==> config.mk <==
export PLATFORM = sky130hd
export DESIGN_NAME = store_write_buffer_flat
export DESIGN_NICKNAME = d
export VERILOG_FILES = /design/src/rtl/store_write_buffer_pkg.sv /design/src/rtl/store_write_buffer_if.sv /design/src/rtl/store_write_buffer_format.sv /design/src/rtl/store_write_buffer.sv /design/src/flat_wrapper.sv
export SDC_FILE = /design/constraint.sdc
export NUM_CORES = 1
export LEC_CHECK = 0
export BUFFER_PORTS_ARGS = -buffer_cell sky130_fd_sc_hd__buf_2
export CAP_MARGIN = 0
export CORE_MARGIN = 5
export CORE_UTILIZATION = 40
export CTS_CLUSTER_DIAMETER = 120
export DETAILED_ROUTE_END_ITERATION = 6
export SYNTH_ARGS = -nofsm -noshare
export SYNTH_HDL_FRONTEND = slang
export SYNTH_SLANG_ARGS = --single-unit
export TNS_END_PERCENT = 10
==> constraint.sdc <==
create_clock -name clk -period 2.95 [get_ports clk]
set_input_delay 0.59 -clock clk [delete_from_list [all_inputs] [get_ports clk]]
set_output_delay 0.59 -clock clk [all_outputs]
set_load 0.02 [all_outputs]
==> src/rtl/store_write_buffer_pkg.sv <==
// Shared types for the store write buffer.
//   mem_size_t : MEM-stage store size encoding (memwrite)
//   sb_entry_t : one queued store (word address, byte enables, lane data)
//   BE_FULL    : all four byte lanes enabled
package mips_mem_pkg;

    typedef enum logic [1:0] {MS_NONE, MS_BYTE, MS_HALF, MS_WORD} mem_size_t;

    // Entries hold addresses at the widest supported AW; narrower builds zero-extend.
    localparam int         SB_ADR_W = 32;
    localparam logic [3:0] BE_FULL  = 4'b1111;

    typedef struct packed {
        logic [SB_ADR_W-1:0] adr;
        logic [3:0]          be;
        logic [31:0]         data;
    } sb_entry_t;

endpackage

==> src/rtl/store_write_buffer_if.sv <==
// Bus bundle between the MEM stage / data memory and the store write buffer.
//   slave  : the buffer's view (store + load probe + dm_ready in; dm_* and status out)
//   master : the surrounding pipeline / memory view
// When STORE_FWD_EN is defined the bundle also carries ld_fwd_valid / ld_fwd_data.
interface store_write_buffer_if #(parameter int AW = 32);
    logic [1:0]    memwrite;
    logic [AW-1:0] dataadr;
    logic [31:0]   writedata;
    logic          ld_req;
    logic [AW-1:0] ld_adr;
    logic          dm_ready;
    logic          dm_we;
    logic [AW-1:0] dm_adr;
    logic [3:0]    dm_be;
    logic [31:0]   dm_wdata;
    logic          sb_full;
    logic          ld_conflict;
    logic          misalign_err;
`ifdef STORE_FWD_EN
    logic          ld_fwd_valid;
    logic [31:0]   ld_fwd_data;
`endif

    modport slave (
        input  memwrite, dataadr, writedata, ld_req, ld_adr, dm_ready,
`ifdef STORE_FWD_EN
        output ld_fwd_valid, ld_fwd_data,
`endif
        output dm_we, dm_adr, dm_be, dm_wdata, sb_full, ld_conflict, misalign_err
    );

    modport master (
        output memwrite, dataadr, writedata, ld_req, ld_adr, dm_ready,
`ifdef STORE_FWD_EN
        input  ld_fwd_valid, ld_fwd_data,
`endif
        input  dm_we, dm_adr, dm_be, dm_wdata, sb_full, ld_conflict, misalign_err
    );
endinterface

==> src/rtl/store_write_buffer_format.sv <==
// sb_store_format: combinational store formatter.
//   size_i     : store size (MS_NONE gives be = 0)
//   adr_lo_i   : byte offset within the word
//   wd_i       : right-aligned store data
//   be_o       : byte enables, bit i = data byte i
//   data_o     : store data replicated across all lanes it could land in
//   misalign_o : half not on a 2-byte boundary, or word not on a 4-byte boundary
module sb_store_format
    import mips_mem_pkg::*;
(
    input  mem_size_t   size_i,
    input  logic [1:0]  adr_lo_i,
    input  logic [31:0] wd_i,
    output logic [3:0]  be_o,
    output logic [31:0] data_o,
    output logic        misalign_o
);
    always_comb begin
        be_o       = 4'b0000;
        data_o     = 32'h0;
        misalign_o = 1'b0;
        case (size_i)
            MS_BYTE: begin
                be_o   = 4'b0001 << adr_lo_i;
                data_o = {4{wd_i[7:0]}};
            end
            MS_HALF: begin
                misalign_o = adr_lo_i[0];
                be_o       = adr_lo_i[1] ? 4'b1100 : 4'b0011;
                data_o     = {2{wd_i[15:0]}};
            end
            MS_WORD: begin
                misalign_o = |adr_lo_i;
                be_o       = BE_FULL;
                data_o     = wd_i;
            end
            default: ;
        endcase
    end
endmodule

==> src/rtl/store_write_buffer.sv <==
// store_write_buffer: FIFO of formatted stores between MEM stage and data memory.
//   clk   : rising-edge clock
//   reset : asynchronous, active-low
//   sb    : store_write_buffer_if.slave
//           in : memwrite, dataadr, writedata, ld_req, ld_adr, dm_ready
//           out: dm_we, dm_adr, dm_be, dm_wdata, sb_full, ld_conflict, misalign_err
// Optional macro STORE_FWD_EN: forward full-word stores to matching loads
// through ld_fwd_valid / ld_fwd_data instead of raising ld_conflict.
module store_write_buffer
    import mips_mem_pkg::*;
#(
    parameter int DEPTH = 4,
    parameter int AW    = 32
) (
    input  logic                 clk,
    input  logic                 reset,
    store_write_buffer_if.slave  sb
);
    localparam int           PW       = $clog2(DEPTH);
    localparam logic [PW:0]  CNT_FULL = (PW+1)'(DEPTH);

    sb_entry_t          ent_q [DEPTH];
    logic [DEPTH-1:0]   vld_q, vld_d;
    logic [PW-1:0]      head_q, head_d, tail_q, tail_d;
    logic [PW:0]        cnt_q, cnt_d;
    logic               mis_q, mis_d;

    logic [3:0]         fmt_be;
    logic [31:0]        fmt_data;
    logic               fmt_mis;
    logic               store_v, full, enq, deq;
    sb_entry_t          new_ent;
    logic [AW-1:0]      ld_word;
    logic [DEPTH-1:0]   match;

    sb_store_format u_fmt (
        .size_i     (mem_size_t'(sb.memwrite)),
        .adr_lo_i   (sb.dataadr[1:0]),
        .wd_i       (sb.writedata),
        .be_o       (fmt_be),
        .data_o     (fmt_data),
        .misalign_o (fmt_mis)
    );

    always_comb begin
        store_v = sb.memwrite != 2'b00;
        full    = cnt_q == CNT_FULL;
        // full blocks enqueue, so enqueue+dequeue only overlap below DEPTH
        enq     = store_v && !fmt_mis && !full;
        deq     = (cnt_q != '0) && sb.dm_ready;
        head_d  = head_q + PW'(deq);
        tail_d  = tail_q + PW'(enq);
        cnt_d   = cnt_q + (PW+1)'(enq) - (PW+1)'(deq);
        mis_d   = store_v && fmt_mis;
        vld_d   = vld_q;
        if (deq) vld_d[head_q] = 1'b0;
        if (enq) vld_d[tail_q] = 1'b1;
        new_ent.adr  = SB_ADR_W'({sb.dataadr[AW-1:2], 2'b00});
        new_ent.be   = fmt_be;
        new_ent.data = fmt_data;
    end

    always_ff @(posedge clk or negedge reset) begin
        if (!reset) begin
            head_q <= '0;
            tail_q <= '0;
            cnt_q  <= '0;
            vld_q  <= '0;
            mis_q  <= 1'b0;
            for (int i = 0; i < DEPTH; i++) ent_q[i] <= '0;
        end else begin
            head_q <= head_d;
            tail_q <= tail_d;
            cnt_q  <= cnt_d;
            vld_q  <= vld_d;
            mis_q  <= mis_d;
            if (enq) ent_q[tail_q] <= new_ent;
        end
    end

    // Drain side: head entry drives the memory port directly
    assign sb.dm_we        = cnt_q != '0;
    assign sb.dm_adr       = ent_q[head_q].adr[AW-1:0];
    assign sb.dm_be        = ent_q[head_q].be;
    assign sb.dm_wdata     = ent_q[head_q].data;
    assign sb.sb_full      = full;
    assign sb.misalign_err = mis_q;

    // Word-granular load probe against every live entry
    assign ld_word = sb.ld_adr & ~AW'(3);
    always_comb begin
        for (int i = 0; i < DEPTH; i++)
            match[i] = vld_q[i] && (ent_q[i].adr[AW-1:0] == ld_word);
    end

`ifdef STORE_FWD_EN
    logic          fnd;
    logic [3:0]    fnd_be;
    logic [31:0]   fnd_data;
    logic [PW-1:0] idx;

    // Walk from the youngest entry (tail-1) toward head; first hit wins.
    always_comb begin
        fnd      = 1'b0;
        fnd_be   = 4'b0000;
        fnd_data = 32'h0;
        idx      = '0;
        for (int k = 0; k < DEPTH; k++) begin
            idx = tail_q - PW'(k + 1);
            if (!fnd && match[idx]) begin
                fnd      = 1'b1;
                fnd_be   = ent_q[idx].be;
                fnd_data = ent_q[idx].data;
            end
        end
    end

    assign sb.ld_fwd_valid = sb.ld_req && fnd && (fnd_be == BE_FULL);
    assign sb.ld_fwd_data  = sb.ld_fwd_valid ? fnd_data : 32'h0;
    assign sb.ld_conflict  = sb.ld_req && fnd && (fnd_be != BE_FULL);
`else
    assign sb.ld_conflict  = sb.ld_req && (|match);
`endif

endmodule
==> src/flat_wrapper.sv <==
// flat-port wrapper written by rule: the top's interface ports become plain ports
module store_write_buffer_flat import mips_mem_pkg::*;
#(
    parameter int DEPTH = 4,
    parameter int AW    = 32
)
  (clk, reset, sb_memwrite, sb_dataadr, sb_writedata, sb_ld_req, sb_ld_adr, sb_dm_ready, sb_dm_we, sb_dm_adr, sb_dm_be, sb_dm_wdata, sb_sb_full, sb_ld_conflict, sb_misalign_err);
  store_write_buffer_if #(.AW(AW)) sb_i ();
  input  logic clk;
  input  logic reset;
  input wire logic [$bits(sb_i.memwrite)-1:0] sb_memwrite;
  input wire logic [$bits(sb_i.dataadr)-1:0] sb_dataadr;
  input wire logic [$bits(sb_i.writedata)-1:0] sb_writedata;
  input wire logic [$bits(sb_i.ld_req)-1:0] sb_ld_req;
  input wire logic [$bits(sb_i.ld_adr)-1:0] sb_ld_adr;
  input wire logic [$bits(sb_i.dm_ready)-1:0] sb_dm_ready;
  output wire logic [$bits(sb_i.dm_we)-1:0] sb_dm_we;
  output wire logic [$bits(sb_i.dm_adr)-1:0] sb_dm_adr;
  output wire logic [$bits(sb_i.dm_be)-1:0] sb_dm_be;
  output wire logic [$bits(sb_i.dm_wdata)-1:0] sb_dm_wdata;
  output wire logic [$bits(sb_i.sb_full)-1:0] sb_sb_full;
  output wire logic [$bits(sb_i.ld_conflict)-1:0] sb_ld_conflict;
  output wire logic [$bits(sb_i.misalign_err)-1:0] sb_misalign_err;
  assign sb_i.memwrite = sb_memwrite;
  assign sb_i.dataadr = sb_dataadr;
  assign sb_i.writedata = sb_writedata;
  assign sb_i.ld_req = sb_ld_req;
  assign sb_i.ld_adr = sb_ld_adr;
  assign sb_i.dm_ready = sb_dm_ready;
  assign sb_dm_we = sb_i.dm_we;
  assign sb_dm_adr = sb_i.dm_adr;
  assign sb_dm_be = sb_i.dm_be;
  assign sb_dm_wdata = sb_i.dm_wdata;
  assign sb_sb_full = sb_i.sb_full;
  assign sb_ld_conflict = sb_i.ld_conflict;
  assign sb_misalign_err = sb_i.misalign_err;
  store_write_buffer #(.DEPTH(DEPTH), .AW(AW)) u_core (.clk(clk), .reset(reset), .sb(sb_i));
endmodule
# ---- Yosys cells after proc, flatten, opt, wreduce, memory -nomap -nowiden
# Cells that the tools add are included.
dict set report totals {
  regBits 284
  latch_bits 0
  ramBits 0
  mem_bits_ro 0
  in_bits 102
  output_inout_bits 72
  elab_cells 76
  memories 0
}
dict set report classes {
  addsub 4
  mul 0
  div 0
  magnitude_cmp 7
  n_eq_ne 8
  shifts 1
  mux 16
  bitwise_logic 5
  reduce_logical 18
}
# operator n
set op_table {}
lappend op_table {{$bwmux 272} 1}
lappend op_table {{$mux 68} 3}
lappend op_table {{$bmux 68 s2} 1}
lappend op_table {{$demux 68 s2} 1}
lappend op_table {{$eq 32x32->1} 4}
lappend op_table {{$pmux 32 s3} 1}
lappend op_table {{$logic_and 1x1->1} 12}
lappend op_table {{$mux 4} 3}
lappend op_table {{$pmux 4 s3} 1}
lappend op_table {{$ge 3x3->1 const B} 2}
lappend op_table {{$lt 2x3->1 const B} 2}
lappend op_table {{$not 2->3} 2}
lappend op_table {{$add 2x1->2} 2}
lappend op_table {{$and 4x4->4} 1}
lappend op_table {{$demux 1 s2} 2}
lappend op_table {{$eq 2x2->1 const B} 2}
lappend op_table {{$ge 2x1->1 const B} 2}
lappend op_table {{$not 4->4} 1}
lappend op_table {{$or 4x4->4} 1}
lappend op_table {{$reduce_or 4->1} 1}
lappend op_table {{$shl 1x2->4 const A} 1}
lappend op_table {{$add 3x1->3} 1}
lappend op_table {{$eq 3x3->1 const B} 1}
lappend op_table {{$lt 3x1->1 const B} 1}
lappend op_table {{8 further kinds} 10}

# ---- Depth between registers and ports, before layout
# Gate-level depths: netlist (run 1).
dict set report depth {
  ltp_word 9
  ltp_mapped 9
}

# ---- Modules after synthesis
# Synthesis (run 1) repeated with hierarchy kept, for this count alone.
dict set report hier_totals {
  hier_cells 959
  area_unflattened_um2 13882.1
}
# mod instances cells_per_inst area_each_um2 seq_area_each_um2
set by_module_without_submodules {}
lappend by_module_without_submodules {store_write_buffer 1 868 13284.0 6906.6}
lappend by_module_without_submodules {sb_store_format 1 91 598.1 0.0}

# ---- Least setup slack after synthesis (run 1)
# No wires, ideal clock.
dict set report synth_timing {
  path_type {input to output}
  from {input sb_ld_adr[8]}
  to {output sb_ld_conflict}
  arrival_ps 1851
  required_ps 2360
  path_slack_ps 509
  cell_stages 6
  n_path_buf 1
  cell_sequence {clkbuf_1 -> xnor2_1 -> nand4_1 -> nor4_1 -> nand4_1 -> a41oi_1}
}
dict set report synth_between {
  elab_chain_cells 4
}
# element line_no
set synth_rtl {}
lappend synth_rtl {{start: declaration} flat_wrapper.sv:15} ;# input wire logic [$bits(sb_i.ld_adr)-1:0] sb_ld_adr;
lappend synth_rtl {{$eq 32x32->1} store_write_buffer.sv:93} ;# match[i] = vld_q[i] && (ent_q[i].adr[AW-1:0] == ld_word);
lappend synth_rtl {{$logic_and 1x1->1} store_write_buffer.sv:93}
lappend synth_rtl {{$reduce_or 4->1 *} store_write_buffer.sv:122} ;# assign sb.ld_conflict = sb.ld_req && (|match);
lappend synth_rtl {{$logic_and 1x1->1 *} store_write_buffer.sv:122}
lappend synth_rtl {{end: declaration} flat_wrapper.sv:22} ;# output wire logic [$bits(sb_i.ld_conflict)-1:0] sb_ld_conflict;
# Every way passes the cells marked *; elsewhere a longest branch is shown, timed or not.

# ---- Final worst setup path (run 1)
dict set report layout_timing {
  from {register u_core.ent_q[183] (netlist bit)}
  to {output sb_ld_conflict}
}
dict set report layout_between {
  elab_chain_cells 4
}
# element line_no
set layout_rtl {}
lappend layout_rtl {{start: declaration} store_write_buffer.sv:22} ;# sb_entry_t ent_q [DEPTH];
lappend layout_rtl {{start signal: indexed assignment} store_write_buffer.sv:77} ;# if (enq) ent_q[tail_q] <= new_ent;
lappend layout_rtl {{$eq 32x32->1} store_write_buffer.sv:93}
lappend layout_rtl {{$logic_and 1x1->1} store_write_buffer.sv:93}
lappend layout_rtl {{$reduce_or 4->1} store_write_buffer.sv:122}
lappend layout_rtl {{$logic_and 1x1->1} store_write_buffer.sv:122}
# Every way passes these cells.

==> impl_metrics.yaml, run 1 <==
place:
  gp_congestion: 0.821
  post-dp-hpwl_mm: 26.1
  dpl_cell_area_um2: 15400
  io_buffers: 169
setup_path:
  critical_path_arrival_ns: 2.28
  cp-end-kind: "primary output"
  path_cells: "xnor2_2 > nand4_1 > nor4_2 > nand4_1 > a41oi_2 > buf_4"
  slowest_delay_ns: 0.42
  r2r-end: "u_core.cnt_q[2]$_DFF_PN0_"
  crit_fanout: 3
  path_buf_inv: 1
  cp_slowest_cell: "dfrtp_1"
  criticalPathCategory: "reg -> out"
  start_kind: "flop"
  worstReg2RegStart: "u_core.cnt_q[1]$_DFF_PN0_"
  reg2regPathDepth: 9
  crit_top_cell: "nand4_1"
  crit_family: "simple AND/OR/NAND/NOR gates"
  required_ns: 2.36
  rrSetupSlack_ns: 0.52
logic_synthesis:
  synth_area_um2: 13800
  synth_seq_cells: 276
  netlist_instances: 960
  syn_avg_cell_area_um2: 14.4
  synth-seq-area-share: 0.500
  yosys-top-cells-area: "dfrtp_1, mux2_2, mux4_2"
  ys_warn_count: 0
  synth_top_cell_by_area: "dfrtp_1"
  ys_types: 36
  yosysTopAreaCellShare: 0.500
timing:
  finalSetupViolations: 0
  rsz0062_at_grt: "no"
  fin_crit_ns: 2.87
  worst_pin_slew_ns: 0.702
  max_freq_ghz: 0.348
  hold_viol: 0
  tns_ns: 0
  slew_violations: 0
  fin_skew_ns: 0.0225
  finalCritPeriodShare: 0.974
  relSlewSlack: 0.527
routing:
  num_vias: 8680
  first_iter_violations: 387
  routed_wl_mm: 37.1
  avgRoutedWirePerCell_um: 23.0
  viasPerCell: 5.38
  dr.pass1.iters: 4
  route.detailed.drc: 0
  ant_nets: 0
clocking:
  cts_tree: "done"
  ctsRootBufferMaster: "clkbuf_16"
  clkTransAtPathRegs_ns: 0.06
  cts_buffers: 34
  clk_path_buf_depth: 3
  htree_levels: 2
  clk-insertion-delay-late_ns: 0.52
  cts_sinks: 276
cells_and_area:
  layout_commonest_cell: "dfrtp_1"
  fin_area_um2: 16600
  layout-drive-gt1-share: 0.512
  area_growth_pct: 20.3
  fin_nets: 1239
  mostFrequentLayoutCells: "dfrtp_1, mux2_2, buf_2, xnor2_1, mux4_2"
run:
  max_cap_viol_count: 0
worst_hold_path:
  hp-class: "in -> async"
floorplanning:
  dieWidth_um: 196
  start_util: 0.402
  die_y_um: 196
  rows: 68
  die-area_um2: 38400
  io_pins: 174
  core_area_um2: 34400
power_and_ir_drop:
  powerDensity_nw_per_um2: 1230
  ir_drop_mv: 0.767
  p_leak_nw: 7.22
grt:
  gr-total-overflow: 0
  antenna_found_initial: 4
  grt_pass1_vias: 9420
  grt_pass1_wl_mm: 57.6
  grt_max_degree: 72
  grt_usage: 0.194
run_status:
  status: "finished, final reports clean"
area by class of cell:
type / count / area (um^2)
clock inverter: 9 / 143
sequential: 276 / 6910
antenna: 3 / 7.51
timing repair buffer: 208 / 1330
multi-input combinational: 602 / 6640
fill: 3026 / 17700
tap: 455 / 569
clock buffer: 51 / 985
inverter: 10 / 37.5
how the worst max path moves through the flow:
stage                                  start        endpoint  slack (ns)  cells after the start
2_1_floorplan                   sb_ld_adr[8]  sb_ld_conflict        0.51                      6
3_3_place_gp                    sb_ld_adr[8]  sb_ld_conflict        0.13                      8
3_5_place_dp                    sb_ld_adr[8]  sb_ld_conflict        0.11                      8
4_1_cts         u_core.ent_q[44]$_DFFE_PN0P_  sb_ld_conflict        0.01                      7
5_1_grt        u_core.ent_q[188]$_DFFE_PN0P_  sb_ld_conflict      0.0004                      6
6_report       u_core.ent_q[183]$_DFFE_PN0P_  sb_ld_conflict        0.08                      6
registers in the layout, indices dropped and copies added, names as in the netlist:
name	cells
u_core.head_q	2
u_core.ent_q	264
u_core.vld_q	4
u_core.cnt_q	3
u_core.sb.misalign_err	1
u_core.tail_q	2
per-stage QoR:
step	utilization	power, mW	hold slack, ns	instances	setup slack (ns)
after floorplan	-	13.3	0.294	961	0.509
after global placement	0.447	16.2	0.463	1550	0.126
after detailed placement	0.447	16.4	0.473	1550	0.114
after CTS	0.481	20.7	0.0476	1611	0.0134
after global routing	0.484	21.7	0.0672	1612	0.000448
final	0.484	20.5	0.0296	1614	0.0779
power breakdown:
part           internal (mW)  switching, mW  total (mW)
clock                   2.51           1.63        4.14
combinational           4.79           4.37        9.16
sequential              5.67           1.54        7.22
repair_timing:
| item | 4_1_cts | 5_1_grt |
|---|---|---|
| gates resized for setup | 6 | 11 |
| setup buffers | 1 | 0 |
| setup endpoints to repair | 48 | 1 |
| pin swaps | 0 | 6 |
| hold buffers | 0 | 0 |
| hold endpoints to repair | 0 | 0 |
cell families after synthesis:
logic type	Yosys count	share of synthesized area
adder cells (fa/ha/maj)	5	0.00507
other	1	0.000271
buffers and inverters	83	0.0303
flip-flops	276	0.500
multiplexers	345	0.333
AO/OA/AOI/OAI	43	0.0192
AND/OR/NAND/NOR	83	0.0337
XOR/XNOR	124	0.0786
layer usage:
metal	vias to the layer above	routed length, um	global-route usage
li1	3852	-	-
met4	4	736	0.0447
met5	-	15	0
met1	4522	16500	0.272
met2	246	17400	0.306
met3	56	2390	0.0481
cell usage after synthesis, drive strengths merged:
master and number:
mux2 263, conb 1, nand2 17, nor2b 9
dfrtp 276, and2 1, xnor2 78, nor3b 2
nand3 6, fa 1, a211oi 1, ha 4
a21oi 11, mux2i 16, nand2b 1, a22o 8
o21ai 18, a21o 1, nor2 5, a31oi 1
xor2 46, nor4 16, clkbuf 34, a41oi 1
buf 39, inv 10, nand4 24, or3 1
o31ai 2, mux4 66, nand3b 1
Note: power is estimated with default switching activity, not from simulation.
==> run 2: changes to the inputs <==
--- a/constraint.sdc
+++ b/constraint.sdc
@@ -3,2 +3,2 @@
 set_output_delay 0.59 -clock clk [all_outputs]
-set_load 0.02 [all_outputs]
+set_load 0.005 [all_outputs]
==> impl_metrics.yaml, run 2 (same netlist as run 1, synthesis figures left out) <==
power_and_ir_drop:
  combPwrFrac: 0.420
  power.switching_mw: 6.42
  finalPower_mw: 19.2
  p_seq_frac: 0.372
  p_leak_nw: 7.13
  intPower_mw: 12.7
  switching_share: 0.335
  ir_drop_mv: 0.649
  clock_power_share: 0.208
  powerDensity_nw_per_um2: 1170
grt:
  grt_pass1_vias: 9225
  grt_max_degree: 85
  gr-total-overflow: 0
  grt_pass1_wl_mm: 56.4
  grt_usage: 0.189
  antenna_found_initial: 0
routing:
  dr.pass1.iters: 4
  first_iter_violations: 356
  num_vias: 8628
  routed_wl_mm: 36.2
  avgRoutedWirePerCell_um: 22.6
  viasPerCell: 5.38
  ant_nets: 0
  route.detailed.drc: 0
setup_path:
  cp_slowest_cell: "dfrtp_1"
  slowest_delay_ns: 0.40
  path_cells: "xnor2_1 > nand4_1 > nor4_1 > nand4_1 > a41oi_2 > buf_2"
  reg2regPathDepth: 9
  critPathLaunch: "u_core.ent_q[111]$_DFFE_PN0P_"
  criticalPathCategory: "reg -> out"
  r2r-end: "u_core.cnt_q[2]$_DFF_PN0_"
  required_ns: 2.36
  rrSetupSlack_ns: 0.52
  cp-end-kind: "primary output"
  critical_path_arrival_ns: 2.28
  crit_top_cell: "nand4_1"
  worstReg2RegStart: "u_core.cnt_q[1]$_DFF_PN0_"
  start_kind: "flop"
  crit_fanout: 3
  endpoint: "sb_ld_conflict"
clocking:
  post-cts-setup-buffers: 0
  cts_tree: "done"
  cts_sinks: 276
  ctsHoldBuffers: 0
  clkTransAtPathRegs_ns: 0.05
  clk_path_buf_depth: 3
  clk-insertion-delay-late_ns: 0.51
  cts_buffers: 34
  ctsRootBufferMaster: "clkbuf_16"
  htree_levels: 2
run:
  max_cap_viol_count: 0
floorplanning:
  rows: 68
  die_y_um: 196
  io_pins: 174
  core_area_um2: 34400
  start_util: 0.402
  die-area_um2: 38400
  dieWidth_um: 196
timing:
  finalCritPeriodShare: 0.973
  fin_skew_ns: 0.0213
  tns_ns: 0
  hold_viol: 0
  fin_crit_ns: 2.87
  relSlewSlack: 0.422
  finalSetupViolations: 0
  worst_pin_slew_ns: 0.858
  rsz0062_at_grt: "no"
  slew_violations: 0
  max_freq_ghz: 0.349
cells_and_area:
  largest_reg_flops: 264
  multi_input_area_um2: 6630
  register_area_um2: 6910
  fin_nets: 1230
  reg_top3: "u_core.ent_q x264, u_core.vld_q x4, u_core.cnt_q x3"
  regMostFlops: "u_core.ent_q"
  utilization: 0.478
  area_growth_pct: 18.9
  fillCellCount: 3072
  mostFrequentLayoutCells: "dfrtp_1, mux2_2, buf_2, xnor2_1, mux4_2"
  fin_area_um2: 16400
  layout_commonest_cell: "dfrtp_1"
  layout-drive-gt1-share: 0.505
place:
  io_buffers: 169
  dpl_cell_area_um2: 15300
  gp_congestion: 0.810
  post-dp-hpwl_mm: 25.2
run_status:
  status: "finished, final reports clean"
worst_hold_path:
  hp-class: "in -> async"
==> run 2: changes by cell type in the layout (fill, tap and decap cells not counted), sizes merged <==
cell,change
buf,-9
bufinv,-2
clkbuf,+2
diode,-2
==> run 2: area by class of cell <==
cell class	instances	share of cell area
flip-flops and latches	276	0.421
multi-input cells	602	0.403
repair buffers	199	0.0741
clock buffers	53	0.0611
well taps	455	0.0346
clock inverters	7	0.00365
inverters	10	0.00228
diodes	1	0.000152
==> run 2: what timing repair did <==
action,CTS,global route
setup endpoints to repair,1,1
pin swaps,0,2
gates resized for setup,4,10
==> run 2: metal layers <==
metal	track usage	part of all wire	wire length, um	up-vias
met5	0	0	0	-
met4	0.0440	0.019	692	0
met3	0.0416	0.065	2350	51
met2	0.295	0.47	16900	237
met1	0.271	0.45	16300	4501
li1	-	-	-	3839
==> run 2: stage by stage <==
stage	cells	setup slack (ns)	hold slack [ns]
final	1603	0.0808	0.00404
after CTS	1602	0.0567	0.0233
after detailed placement	1542	0.0637	0.475
after global placement	1542	0.102	0.466
after floorplan	961	0.684	0.294
after global routing	1602	0.00367	0.0390
==> run 2: worst min-delay path by stage <==
stage / start / end / slack [ns] / cells past startpoint
4_1_cts: reset / u_core.ent_q[258]$_DFFE_PN0P_ / 0.02 / 1
6_report: reset / u_core.ent_q[122]$_DFFE_PN0P_ / 0.004 / 1
3_3_place_gp: u_core.ent_q[225]$_DFFE_PN0P_ / u_core.ent_q[225]$_DFFE_PN0P_ / 0.47 / 1
2_1_floorplan: reset / u_core.cnt_q[0]$_DFF_PN0_ / 0.29 / 0
5_1_grt: reset / u_core.ent_q[258]$_DFFE_PN0P_ / 0.04 / 1
3_5_place_dp: u_core.ent_q[232]$_DFFE_PN0P_ / u_core.ent_q[232]$_DFFE_PN0P_ / 0.47 / 1
==> run 2: critical path: cells and delay by family (launching register included) <==
kind	cells	cell delay, ns
simple gates	3	0.66
flops	1	0.40
compound gates	1	0.30
xor+xnor	1	0.27
buf+inv	1	0.16
==> run 2: power groups by stage <==
stage | logic [mW] | clock network, mW | registers [mW]
2_1_floorplan | 5.61 | 0 | 6.59
6_report | 8.05 | 3.99 | 7.12
5_1_grt | 8.71 | 4.26 | 7.35
3_5_place_dp | 8.13 | 0 | 7.15
3_3_place_gp | 8.03 | 0 | 7.07
4_1_cts | 8.18 | 4.10 | 7.10
==> run 3: changes to the inputs <==
Settings changed: PLACE_DENSITY_LB_ADDON set to 0.3.
==> impl_metrics.yaml, run 3 (same netlist as run 1, synthesis figures left out) <==
clocking:
  cts_buffers: 31
  clk-insertion-delay-late_ns: 0.56
  clkTransAtPathRegs_ns: 0.06
  cts_sinks: 276
  clk_path_buf_depth: 3
  ctsRootBufferMaster: "clkbuf_16"
  cts_tree: "done"
  htree_levels: 1
run_status:
  status: "finished, final reports clean"
place:
  gp_congestion: 0.875
  place_inst: 1540
  io_buffers: 169
  post-dp-hpwl_mm: 25.2
floorplanning:
  core_area_um2: 34400
  rows: 68
  io_pins: 174
  die-area_um2: 38400
  dieWidth_um: 196
  die_y_um: 196
  start_util: 0.402
setup_path:
  r2r-end: "u_core.cnt_q[2]$_DFF_PN0_"
  cp-end-kind: "primary output"
  critical_path_arrival_ns: 2.35
  crit_fanout: 3
  cp_slowest_cell: "dfrtp_1"
  path_depth: 6
  critPathLaunch: "u_core.ent_q[203]$_DFFE_PN0P_"
  crit_top_cell: "nand4_1"
  worstReg2RegStart: "u_core.cnt_q[1]$_DFF_PN0_"
  path_buf_inv: 1
  path_cells: "xnor2_1 > nand4_1 > nor4_2 > nand4_1 > a41oi_2 > buf_2"
  criticalPathCategory: "reg -> out"
  rrSetupSlack_ns: 0.52
  required_ns: 2.36
  start_kind: "flop"
  crit_family: "simple AND/OR/NAND/NOR gates"
  endpoint: "sb_ld_conflict"
  slowest_delay_ns: 0.40
  reg2regPathDepth: 9
run:
  max_cap_viol_count: 0
timing:
  tns_ns: 0
  finalCritPeriodShare: 0.998
  fin_skew_ns: 0.0144
  hold_viol: 0
  rsz0062_at_grt: "yes"
  relSlewSlack: 0.420
  worst_pin_slew_ns: 0.860
  max_freq_ghz: 0.340
  finalSetupViolations: 0
  worst_hold_slack_ns: 0.299
  slew_violations: 0
  fin_crit_ns: 2.94
routing:
  route.detailed.drc: 0
  viasPerCell: 5.42
  first_iter_violations: 536
  num_vias: 8672
  avgRoutedWirePerCell_um: 22.7
  ant_nets: 0
  routed_wl_mm: 36.4
  dr.pass1.iters: 4
grt:
  grt_pass1_wl_mm: 56.9
  antenna_found_initial: 2
  gr-total-overflow: 0
  grt_max_degree: 64
  grt_usage: 0.188
  grt_pass1_vias: 9208
cells_and_area:
  utilization: 0.477
  largest_reg_flops: 264
  final_cells: 1601
  layout_commonest_cell: "dfrtp_1"
  regMostFlops: "u_core.ent_q"
  fin_nets: 1227
  reg_top3: "u_core.ent_q x264, u_core.vld_q x4, u_core.cnt_q x3"
  layout-drive-gt1-share: 0.505
  fillCellCount: 3066
  area_growth_pct: 18.6
  mostFrequentLayoutCells: "dfrtp_1, mux2_2, buf_2, xnor2_1, mux4_2"
worst_hold_path:
  hp-class: "in -> reg"
power_and_ir_drop:
  p_leak_nw: 7.10
  powerDensity_nw_per_um2: 1160
  ir_drop_mv: 0.619
-- run 3: cell types whose count changed in the layout (fill, tap and decap cells not counted), sizes merged --
cell         change
buf              -1
dlygate4sd3      +1
clkinv           +2
clkbuf           -5
bufinv           +1
inv              -1
clkinvlp         +1
-- run 3: stage by stage --
stage / setup WS (ns) / power, mW / instance area, um^2
global placement: 0.0223 / 15.1 / 15300
finish: 0.00728 / 19.0 / 16400
CTS: 0.000153 / 19.2 / 16300
global route: -0.0347 / 20.1 / 16400
detailed placement: 0.136 / 15.3 / 15300
floorplan: 0.684 / 12.2 / 13800
-- run 3: area by class of cell --
class / instances / area, um^2 / area share
sequential: 276 / 6910 / 0.422
antenna: 1 / 2.50 / 0.000153
clock inverter: 10 / 87.6 / 0.00534
clock buffer: 48 / 910 / 0.0555
tap: 455 / 569 / 0.0347
timing repair buffer: 199 / 1240 / 0.0755
inverter: 10 / 37.5 / 0.00229
multi-input combinational: 602 / 6640 / 0.405
-- run 3: worst min path at each step --
stage	from	endpoint	slack [ns]	cells past startpoint
final	sb_dataadr[29]	u_core.ent_q[65]$_DFFE_PN0P_	0.30	2
after CTS	sb_dataadr[29]	u_core.ent_q[65]$_DFFE_PN0P_	0.28	2
after global placement	u_core.ent_q[225]$_DFFE_PN0P_	u_core.ent_q[225]$_DFFE_PN0P_	0.46	1
after detailed placement	u_core.ent_q[223]$_DFFE_PN0P_	u_core.ent_q[223]$_DFFE_PN0P_	0.47	1
after floorplan	reset	u_core.cnt_q[0]$_DFF_PN0_	0.29	0
after global routing	sb_dataadr[10]	u_core.ent_q[114]$_DFFE_PN0P_	0.30	2
-- run 3: repair_timing --
item,4_1_cts,5_1_grt
hold endpoints to repair,21,0
buffers inserted,0,1
hold buffers,1,0
pin swaps,4,4
resized for setup,10,5
setup endpoints to repair,1,17
-- run 3: routing by layer --
layer  track usage  share of wire  vias to the layer above
met5             0        0.00058                        -
met4        0.0473          0.025                        4
met2         0.295           0.47                      265
met3        0.0380          0.063                       47
li1              -              -                     3830
met1         0.271           0.45                     4526
-- run 3: power by group --
group / total (mW) / internal [mW] / switching [mW] / leakage [nW]
logic: 8.03 / 4.70 / 3.33 / 3.26
clock network: 3.76 / 2.20 / 1.56 / 0.492
registers: 7.20 / 5.67 / 1.53 / 3.35
total: 19.0 / 12.6 / 6.41 / 7.10
-- run 3: worst register-to-register path, delay by kind of cell, from the launching register on --
family | cells | cell delay (ns)
adders and majority gates | 3 | 0.89
xor gates and xnor gates | 2 | 0.32
and+or+nand+nor | 2 | 0.60
buffers and inverters | 2 | 0.15
DFF | 1 | 0.40
